[src/rtl/enc_gen_pkg.sv]
// rtl/enc_gen_pkg.sv - shared state type, field constants and word packing for enc_pattern_gen
package enc_gen_pkg;

    typedef enum logic [1:0] {
        ST_IDLE,
        ST_LOAD,
        ST_RUN,
        ST_DONE
    } gen_state_e;

    localparam int ENC_ANG_MSB = 51;
    localparam int ENC_ANG_LSB = 34;
    localparam int ENC_LIN_W   = 34;
    localparam int ENC_ANG_W   = ENC_ANG_MSB - ENC_ANG_LSB + 1;

    localparam logic [15:0] LFSR_SEED = 16'hACE1;

    function automatic logic [63:0] pack_word(
        input logic [ENC_ANG_W-1:0] ang,
        input logic [ENC_LIN_W-1:0] lin
    );
        logic [63:0] w;
        w = '0;
        w[ENC_ANG_MSB:ENC_ANG_LSB] = ang;
        w[ENC_LIN_W-1:0]           = lin;
        return w;
    endfunction

endpackage

[src/rtl/enc_gen_lfsr.sv]
// rtl/enc_gen_lfsr.sv - 16-bit Fibonacci LFSR (x^16+x^14+x^13+x^11+1) supplying the angle jitter bit
module enc_gen_lfsr
    import enc_gen_pkg::*;
(
    input  logic sys_clk,
    input  logic sys_rst_n,
    input  logic soft_rst_sync,
    input  logic load,
    input  logic adv,
    output logic jit
);

    logic [15:0] lfsr_q;
    logic        fb;

    assign fb  = lfsr_q[15] ^ lfsr_q[13] ^ lfsr_q[12] ^ lfsr_q[10];
    assign jit = lfsr_q[0];

    always_ff @(posedge sys_clk or negedge sys_rst_n) begin
        if (!sys_rst_n) begin
            lfsr_q <= LFSR_SEED;
        end else if (soft_rst_sync || load) begin
            lfsr_q <= LFSR_SEED;
        end else if (adv) begin
            lfsr_q <= {lfsr_q[14:0], fb};
        end
    end

endmodule

[src/rtl/enc_pattern_gen.sv]
// rtl/enc_pattern_gen.sv - synthetic wafer encoder word generator; ENC_GEN_JITTER_EN adds LFSR angle jitter
module enc_pattern_gen
    import enc_gen_pkg::*;
(
    input  logic                 sys_clk,
    input  logic                 sys_rst_n,
    input  logic                 soft_rst_sync,
    input  logic                 gen_en,
    input  logic [ENC_ANG_W-1:0] cfg_start_ang,
    input  logic [ENC_ANG_W-1:0] cfg_ang_step,
    input  logic [ENC_ANG_W-1:0] cfg_rev_max,
    input  logic [15:0]          cfg_interval,
    input  logic [ENC_LIN_W-1:0] cfg_lin_step,
    input  logic [15:0]          cfg_track_total,
    output logic [63:0]          enc_dout,
    output logic                 enc_dout_vld,
    output logic [15:0]          track_cnt,
    output logic                 gen_busy,
    output logic                 gen_done,
    output logic                 cfg_err
);

    gen_state_e             state;
    logic [ENC_ANG_W-1:0]   angle;
    logic [ENC_ANG_W-1:0]   step_q;
    logic [ENC_ANG_W-1:0]   rev_q;
    logic [ENC_LIN_W-1:0]   linear;
    logic [ENC_LIN_W-1:0]   lin_q;
    logic [15:0]            ivl_q;
    logic [15:0]            total_q;
    logic [15:0]            ivl_cnt;
    logic [63:0]            dout_q;

    logic [ENC_ANG_W:0]     step_eff;
    logic [ENC_ANG_W:0]     chk_step;
    logic [ENC_ANG_W:0]     sum;
    logic [ENC_ANG_W-1:0]   angle_nxt;
    logic [15:0]            ivl_reload;
    logic                   wrap;
    logic                   fire;
    logic                   hit;
    logic                   cfg_bad;

`ifdef ENC_GEN_JITTER_EN
    logic jit;

    enc_gen_lfsr u_lfsr (
        .sys_clk       (sys_clk),
        .sys_rst_n     (sys_rst_n),
        .soft_rst_sync (soft_rst_sync),
        .load          (state == ST_LOAD),
        .adv           (fire),
        .jit           (jit)
    );

    // Jitter can add one count, so legality is judged against the worst-case step.
    assign step_eff = {1'b0, step_q} + {{ENC_ANG_W{1'b0}}, jit};
    assign chk_step = {1'b0, cfg_ang_step} + 1'b1;
`else
    assign step_eff = {1'b0, step_q};
    assign chk_step = {1'b0, cfg_ang_step};
`endif

    assign cfg_bad = (cfg_rev_max == '0) || (chk_step == '0) ||
                     (chk_step >= {1'b0, cfg_rev_max}) || (cfg_start_ang >= cfg_rev_max);

    // Legal steps are below rev_max, so one subtraction always lands back in range.
    assign sum        = {1'b0, angle} + step_eff;
    assign wrap       = (sum >= {1'b0, rev_q});
    assign angle_nxt  = wrap ? ENC_ANG_W'(sum - {1'b0, rev_q}) : sum[ENC_ANG_W-1:0];
    assign ivl_reload = (ivl_q == 16'd0) ? 16'd0 : ivl_q - 16'd1;

    // The stop condition is the emitted word already carrying the target track count.
    assign fire = (state == ST_RUN) && gen_en && (ivl_cnt == 16'd0);
    assign hit  = fire && (total_q != 16'd0) && (track_cnt == total_q);

    assign enc_dout_vld = fire;
    assign enc_dout     = fire ? pack_word(angle, linear) : dout_q;

    always_ff @(posedge sys_clk or negedge sys_rst_n) begin
        if (!sys_rst_n) begin
            state     <= ST_IDLE;
            angle     <= '0;
            linear    <= '0;
            track_cnt <= '0;
            dout_q    <= '0;
            ivl_cnt   <= '0;
            step_q    <= '0;
            rev_q     <= '0;
            lin_q     <= '0;
            ivl_q     <= '0;
            total_q   <= '0;
            gen_busy  <= 1'b0;
            gen_done  <= 1'b0;
            cfg_err   <= 1'b0;
        end else if (soft_rst_sync) begin
            state     <= ST_IDLE;
            angle     <= '0;
            linear    <= '0;
            track_cnt <= '0;
            dout_q    <= '0;
            ivl_cnt   <= '0;
            step_q    <= '0;
            rev_q     <= '0;
            lin_q     <= '0;
            ivl_q     <= '0;
            total_q   <= '0;
            gen_busy  <= 1'b0;
            gen_done  <= 1'b0;
            cfg_err   <= 1'b0;
        end else begin
            case (state)
                ST_IDLE: begin
                    if (gen_en) begin
                        state    <= ST_LOAD;
                        gen_busy <= 1'b1;
                    end
                end
                ST_LOAD: begin
                    step_q    <= cfg_ang_step;
                    rev_q     <= cfg_rev_max;
                    lin_q     <= cfg_lin_step;
                    ivl_q     <= cfg_interval;
                    total_q   <= cfg_track_total;
                    angle     <= cfg_start_ang;
                    linear    <= '0;
                    track_cnt <= '0;
                    ivl_cnt   <= '0;
                    if (cfg_bad) begin
                        cfg_err  <= 1'b1;
                        gen_busy <= 1'b0;
                        gen_done <= 1'b1;
                        state    <= ST_DONE;
                    end else begin
                        cfg_err  <= 1'b0;
                        state    <= ST_RUN;
                    end
                end
                ST_RUN: begin
                    if (fire) begin
                        dout_q  <= pack_word(angle, linear);
                        ivl_cnt <= ivl_reload;
                        angle   <= angle_nxt;
                        if (wrap) begin
                            track_cnt <= track_cnt + 16'd1;
                            linear    <= linear + lin_q;
                        end
                    end else if (ivl_cnt != 16'd0) begin
                        ivl_cnt <= ivl_cnt - 16'd1;
                    end
                    if (hit) begin
                        state    <= ST_DONE;
                        gen_busy <= 1'b0;
                        gen_done <= 1'b1;
                    end else if (!gen_en) begin
                        state    <= ST_IDLE;
                        gen_busy <= 1'b0;
                    end
                end
                ST_DONE: begin
                    if (!gen_en) begin
                        state    <= ST_IDLE;
                        gen_done <= 1'b0;
                    end
                end
                default: begin
                    state    <= ST_IDLE;
                    gen_busy <= 1'b0;
                    gen_done <= 1'b0;
                end
            endcase
        end
    end

endmodule

[config.mk]
export PLATFORM = sky130hd
export DESIGN_NAME = enc_pattern_gen
export DESIGN_NICKNAME = d
export VERILOG_FILES = /design/src/rtl/enc_gen_pkg.sv /design/src/rtl/enc_gen_lfsr.sv /design/src/rtl/enc_pattern_gen.sv
export SDC_FILE = /design/constraint.sdc
export NUM_CORES = 1
export LEC_CHECK = 0
export ABC_CLOCK_PERIOD_IN_PS = 6100
export CORE_MARGIN = 8
export CORE_UTILIZATION = 40
export CTS_BUF_LIST = sky130_fd_sc_hd__clkbuf_8
export DETAILED_ROUTE_END_ITERATION = 8
export GPL_ROUTABILITY_DRIVEN = 0
export HOLD_SLACK_MARGIN = 0.06
export PLACE_DENSITY = 0.59
export SKIP_LAST_GASP = 1
export SYNTH_ARGS = -nofsm -noshare
export SYNTH_HDL_FRONTEND = slang
export SYNTH_SLANG_ARGS = --single-unit
export TNS_END_PERCENT = 5
[constraint.sdc]
create_clock -name sys_clk -period 6.1 [get_ports sys_clk]
set_input_delay 0.915 -clock sys_clk [delete_from_list [all_inputs] [get_ports sys_clk]]
set_output_delay 0.915 -clock sys_clk [all_outputs]
set_load 0.01 [all_outputs]
==> key figures, run 1 <==
Layout
  • Synth-to-layout area growth: 22.2%
  • Nets@finish: 2,282
  • Fin area: 0.0198 sq mm
  • Layout cells sized above 1: 5.01%

Yosys
  • Synth warn: 0
  • Synth Instances: 1,860
  • Number of synthesized register bits: 255
  • Synth Area in Adders: 9.19%
  • Main synth FF type: dfrtp_1
  • Post-synthesis xor/xnor area fraction: 4.12%
  • Synth Area in Simple Gates: 19.4%
  • Post-synth EDFFs: 0
  • Syn_area_per_cell: 8.69 sq um
  • Register area share after synthesis: 39.5%
  • Compound-cell area share of the yosys netlist: 17.3%
  • Post-Syn Nets: 2,101
  • Mux cell area share after synthesis: 6.76%
  • Asr flop ratio synth: 100%
  • Synth unique cells: 72
  • Largest family of logic cells by synthesized area: simple AND/OR/NAND/NOR gates
  • Mapped cell area: 0.0162 sq mm

Setup path
  • Top delay family on crit path: simple AND/OR/NAND/NOR gates
  • Crit path largest cell delay: 0.57 ns
  • Worst Path Buf+Inv: 1
  • Worst-path cell chain: ha_1 -> inv_1 -> fa_1 -> nor2b_1 -> o31ai_1 -> nor4b_1 -> nor2_1 -> a21oi_1 -> o21ai_0 -> xnor2_1 -> ha_1 -> nand3_1 -> or3_1 -> a31oi_1 -> o21ai_1 -> and2_1 -> or3_1 -> a311o_1 -> o21ai_1
  • CP Max Fanout: 28
  • Critical path type: flip-flop to flip-flop
  • Critical path arrival: 5.96 ns
  • CP Data Required Time: 6.61 ns
  • Worst-path cell with the longest stage delay: nor4b_1
  • Crit start category: flip-flop
  • Critical Path Sink Type: flip-flop

Detailed routing
  • Final WL: 48,400 um
  • Drt pass-1 iters: 5
  • Final ANT Viol Nets: 0
  • Vias per Instance: 5.46
  • Routed vias: 14.2k
  • Initial DRC count: 853
  • DRC errors left: 0
  • Avg WL per Cell: 18.6 um

Clocking
  • Clk root buf: clkbuf_8
  • CTS tree: built
  • Clock Sinks: 255
  • # hold bufs at CTS: 0
  • TritonCTS Buffers: 47
  • Maximum clock path buffer count: 3
  • Clock latency on the worst-skew pair: 0.61 ns
  • H-tree depth: 2
  • Setup bufs post-CTS: 0
  • Clk slew on worst S/H paths: 0.06 ns
  • Post_cts resized: 0

Status
  • Status: complete, no violations

GRT
  • Initial antenna violation count: 1
  • Pin count of the biggest net entering global routing: 155
  • First-pass GRT wire length: 77,800 um
  • GRT Overall Usage: 20.2%
  • Global route overflow: 0
  • Vias in the first global route: 14.4k

Floorplan
  • Chip Height: 217 um
  • Site Rows: 73
  • Initial core utilization: 40.6%
  • Die width: 217 um
  • Core area: 0.0398 sq mm
  • Die area: 0.0471 sq mm
  • IO Pins: 208

STA
  • Fmax achieved: 0.183 GHz
  • Max-slew violations: 0
  • Fin crit share: 89.4%
  • # setup viols final: 0
  • Setup TNS: 0 ns
  • Tmin final: 5.45 ns
  • Final Hold Fails: 0
  • Worst-margin pin slew: 1.20 ns
  • Skew final: 0.0371 ns
  • RSZ-0062 raised after global routing: no
  • Slew headroom: 19.7%

Placed design
  • HPWL Detailed: 35,500 um
  • I/O Buffers: 207
  • Post-DP Area: 0.0187 sq mm

Flow run
  • Max-cap violations: 0

Hold path
  • Hold Crit Class: primary input to async pin

Power and ir drop
  • Power density cells: 299 mW/mm^2
  • Leakage: 0.00932 uW
  • Peak supply drop: 0.162 mV
==> sequential cells by signal, summed over array words and instances, names as in the netlist, 18 cells and up <==
name / cells
dout_q: 64
step_q: 18
lin_q: 34
rev_q: 18
angle: 18
linear: 34
==> worst register-to-register path: stages, from the launching register on <==
cell and delay [ns]:
dfrtp_1 0.41, ha_1 0.23, inv_1 0.07, fa_1 0.21
nor2b_1 0.07, o31ai_1 0.35, nor4b_1 0.57, nor2_1 0.15
a21oi_1 0.33, o21ai_0 0.18, xnor2_1 0.17, ha_1 0.34
nand3_1 0.16, or3_1 0.39, a31oi_1 0.16, o21ai_1 0.09
and2_1 0.50, or3_1 0.52, a311o_1 0.36, o21ai_1 0.11
==> report_power, final <==
| part | switching (uW) | total (uW) | internal (uW) |
|---|---|---|---|
| combinational | 1300 | 2170 | 869 |
| clock | 766 | 1790 | 1030 |
| sequential | 119 | 1940 | 1820 |
| total | 2190 | 5910 | 3720 |
==> layout make-up <==
class	count	area, sq um
inverter	71	267
timing repair buffer	220	2210
tap	525	657
sequential	255	6380
clock inverter	25	221
clock buffer	58	798
antenna	2	5.00
fill	3843	20100
multi-input combinational	1446	9220
==> placed cells by master (no fill, tap or decap), types with 10 or more instances in the layout <==
cell,n
a21o_1,38
a21oi_1,148
a22o_1,14
a31oi_1,16
and2_1,27
and3_1,17
buf_4,10
clkbuf_8,58
clkdlybuf4s50_1,205
dfrtp_1,255
ha_1,113
inv_1,82
mux2i_1,107
nand2_1,289
nand2b_1,13
nand3_1,29
nand4_1,20
nor2_1,193
nor2b_1,12
nor3_1,39
nor4_1,18
o21a_1,10
o21ai_0,96
o31ai_1,29
or3_1,14
xnor2_1,32
xor2_1,44
==> routing by layer <==
layer	vias to the layer above	wire [um]	global-route usage (%)
met3	89	2780	4.02
met4	2	1400	7.21
met5	-	13	0
met2	373	21800	32.0
met1	6803	22400	27.1
li1	6946	-	-
==> cells by family after synthesis <==
group | after synthesis
simple gates | 698
compound gates | 446
flops | 255
buf+inv | 159
fa+ha+maj | 117
mux | 109
xor+xnor | 76
==> synthesized netlist by cell type, types with 6 or more instances <==
cell type / number / area, sq um
a211oi_1: 8 / 60.1
a21o_1: 38 / 285
a21oi_1: 148 / 741
a22o_1: 14 / 123
a31oi_1: 16 / 100
and2_1: 27 / 169
and3_1: 17 / 106
buf_1: 14 / 52.6
clkbuf_1: 72 / 270
dfrtp_1: 255 / 6380
ha_1: 114 / 1430
inv_1: 70 / 263
mux2i_1: 107 / 1070
nand2_1: 289 / 1080
nand2b_1: 14 / 87.6
nand3_1: 29 / 145
nand4_1: 20 / 125
nor2_1: 193 / 724
nor2b_1: 12 / 75.1
nor3_1: 39 / 195
nor4_1: 19 / 119
o211ai_1: 8 / 60.1
o21a_1: 10 / 75.1
o21ai_0: 96 / 480
o21bai_1: 7 / 52.6
o22ai_1: 6 / 37.5
o311ai_0: 7 / 61.3
o31ai_1: 29 / 218
o41ai_1: 6 / 52.6
or3_1: 14 / 87.6
xnor2_1: 32 / 280
xor2_1: 44 / 385
==> stage by stage <==
stage / setup slack, ns / hold WS (ns) / std cells / utilization [%] / total power, uW
CTS: 0.707 / 0.349 / 2600 / 49.6 / 5970
detailed placement: 0.747 / 0.463 / 2517 / 47.1 / 4120
global route: 0.172 / 0.390 / 2600 / 49.6 / 6300
floorplan: 1.79 / 0.444 / 1860 / - / 3490
global placement: 0.909 / 0.461 / 2517 / 47.1 / 4080
finish: 0.647 / 0.334 / 2602 / 49.6 / 5910
==> path summary, 6_finish.rpt <==
| path | depth (start not counted) | slack, ns | end | from |
|---|---|---|---|---|
| min | 1 | 0.33 | dout_q[24] | sys_rst_n |
| min reg2reg | 1 | 0.48 | dout_q[59] | dout_q[59] |
| max | 19 | 0.65 | angle[4] | angle[0] |
| max in group asynchronous | 2 | 4.42 | state[1] | sys_rst_n |
| min in group sys_clk | 1 | 0.48 | dout_q[59] | dout_q[59] |
| max reg2reg | 19 | 0.65 | angle[4] | angle[0] |
No activity file was read; power rests on OpenSTA's default activity.
==> run 2, diff against run 1 <==
CORE_UTILIZATION = 27   (was 40)
PLACE_DENSITY = 0.43   (was 0.59)
==> run 2 against run 1 <==
- total power rose by 2.3%
- highest routed layer is now met4
- worst hold slack worse by 0.038 ns
- global-route usage shrank 4.5 points
- non-clock buffer count rose by 3
- die area grew 44%
- clock skew is 0.0092 ns lower
- utilization decreased by 16 points
- sequential power barely moved
- critical path depth unchanged
==> key figures, run 2 (synthesis results as in run 1) <==
STA
  • Setup TNS: 0 ns
  • Fmax achieved: 0.186 GHz
  • Tmin final: 5.36 ns
  • Max-slew violations: 0
  • Fin crit share: 87.9%
  • Final Hold Fails: 0
  • Final worst slack: 0.738 ns
  • # setup viols final: 0
  • Slew headroom: 23.8%
  • Worst-margin pin slew: 1.14 ns
  • Skew final: 0.0280 ns
  • RSZ-0062 raised after global routing: no

Floorplan
  • Chip Height: 261 um
  • Die width: 261 um
  • Core area: 0.0591 sq mm
  • Initial core utilization: 27.3%
  • Site Rows: 89
  • Die area: 0.0680 sq mm
  • IO Pins: 208

GRT
  • GR Layer Usage met2: 25.2%
  • Initial antenna violation count: 2
  • Global routing usage on met1: 21.3%
  • Met3 Use GR: 3.13%
  • First-pass GRT wire length: 84,700 um
  • GRT Overall Usage: 15.7%
  • Global route overflow: 0
  • Vias in the first global route: 14.5k
  • Pin count of the biggest net entering global routing: 161
  • GRT busiest layer: met2

Clocking
  • Clock latency on the worst-skew pair: 0.63 ns
  • Maximum clock path buffer count: 3
  • # hold bufs at CTS: 0
  • CTS tree: built
  • TritonCTS Buffers: 51
  • Setup bufs post-CTS: 0
  • Clk slew on worst S/H paths: 0.06 ns
  • Clk root buf: clkbuf_8
  • Post_cts resized: 0
  • H-tree depth: 2
  • Clock Sinks: 255

Status
  • Status: complete, no violations

Detailed routing
  • Final WL: 54,100 um
  • Routed vias: 14.1k
  • Final ANT Viol Nets: 0
  • Initial DRC count: 753
  • Vias per Instance: 4.94
  • DRC errors left: 0
  • Avg WL per Cell: 18.9 um
  • Drt pass-1 iters: 8

Flow run
  • Max-cap violations: 0

Placed design
  • HPWL Detailed: 40,000 um
  • Pre-CTS setup slack: 0.705 ns
  • I/O Buffers: 207

Layout
  • Most common cell after layout, fill and taps aside: nand2_1
  • Number of flip-flops under the largest register name: 64
  • Nets@finish: 2,289
  • Synth-to-layout area growth: 24.7%
  • Most frequent cells in the layout: 288 x nand2_1, 255 x dfrtp_1, 205 x clkdlybuf4s50_1
  • Layout cells sized above 1: 5.60%
  • Regs by FF count: dout_q (64), lin_q (34), linear (34)
  • Biggest register: dout_q

Setup path
  • CP Max Fanout: 26
  • Critical Path Sink Type: flip-flop
  • Critical path arrival: 5.90 ns
  • Crit start category: flip-flop
  • Critical path type: flip-flop to flip-flop
  • CP Data Required Time: 6.64 ns

Hold path
  • Hold Crit Class: primary input to async pin

Power and ir drop
  • Power density cells: 300 mW/mm^2
  • Leakage: 0.00938 uW
  • Peak supply drop: 0.168 mV
-- run 2: cell types whose count changed in the layout (fill, tap and decap cells not counted), moves of 2 or more --
cell | before | now
buf_4 | 10 | 14
bufinv_16 | 4 | 2
clkinv_2 | 5 | 8
clkbuf_8 | 58 | 67
-- run 2: final timing paths --
kind	depth (start not counted)	end	slack, ns	startpoint
worst max-delay path	19	angle[4]	0.74	angle[0]
worst min-delay path	1	dout_q[2]	0.30	sys_rst_n
worst max register to register	19	angle[4]	0.74	angle[0]
worst min register to register	1	dout_q[63]	0.48	dout_q[63]
max in group asynchronous	2	dout_q[35]	4.38	sys_rst_n
min in group sys_clk	1	dout_q[63]	0.48	dout_q[63]
-- run 2: worst max-delay path, cell delays in order, from the launching register on --
cell,delay (ns)
dfrtp_1,0.39
ha_1,0.22
inv_1,0.07
fa_1,0.21
nor2b_1,0.07
o31ai_1,0.36
nor4b_1,0.54
nor2_1,0.14
a21oi_1,0.33
o21ai_0,0.18
xnor2_1,0.17
ha_1,0.34
nand3_1,0.15
or3_1,0.39
a31oi_1,0.17
o21ai_1,0.09
and2_1,0.48
or3_1,0.50
a311o_1,0.36
o21ai_1,0.12
-- run 2: where the power goes --
group	switching, uW	internal, uW	leakage [uW]	total [uW]
logic	1330	877	0.00528	2210
registers	124	1820	0.00349	1950
clock network	824	1070	0.000615	1890
total	2280	3770	0.00938	6040
-- run 2: per-layer routing --
metal | vias to the layer above | wire (um)
met4 | 0 | 1040
met1 | 6798 | 25500
met2 | 307 | 24700
li1 | 6965 | -
met5 | - | 0
met3 | 69 | 2930
-- run 2: stage by stage --
| stage | power (uW) | hold slack [ns] | cell area, sq um | utilization (%) | cells |
|---|---|---|---|---|---|
| floorplan | 3490 | 0.444 | 16200 | - | 1860 |
| global placement | 4170 | 0.462 | 19100 | 32.2 | 2768 |
| detailed placement | 4190 | 0.462 | 19100 | 32.2 | 2768 |
| CTS | 6150 | 0.269 | 20200 | 34.1 | 2861 |
| global route | 6480 | 0.311 | 20200 | 34.1 | 2862 |
| finish | 6040 | 0.296 | 20200 | 34.1 | 2863 |
-- run 2: final cells by class --
cell class,count,area [sq um]
Fill cell,6095,39000
Multi-Input combinational cell,1446,9220
Sequential cell,255,6380
Timing Repair Buffer,223,2220
Tap cell,773,967
Clock buffer,67,922
Inverter,71,267
Clock inverter,26,173
Antenna cell,2,5.00
==> run 3, diff against run 2 <==
HOLD_SLACK_MARGIN = 0.08   (was 0.06)
SLEW_MARGIN = 5   (was default)
==> results of run 3 <==
No change in the layout: final DEF, timing and power equal those of run 2.
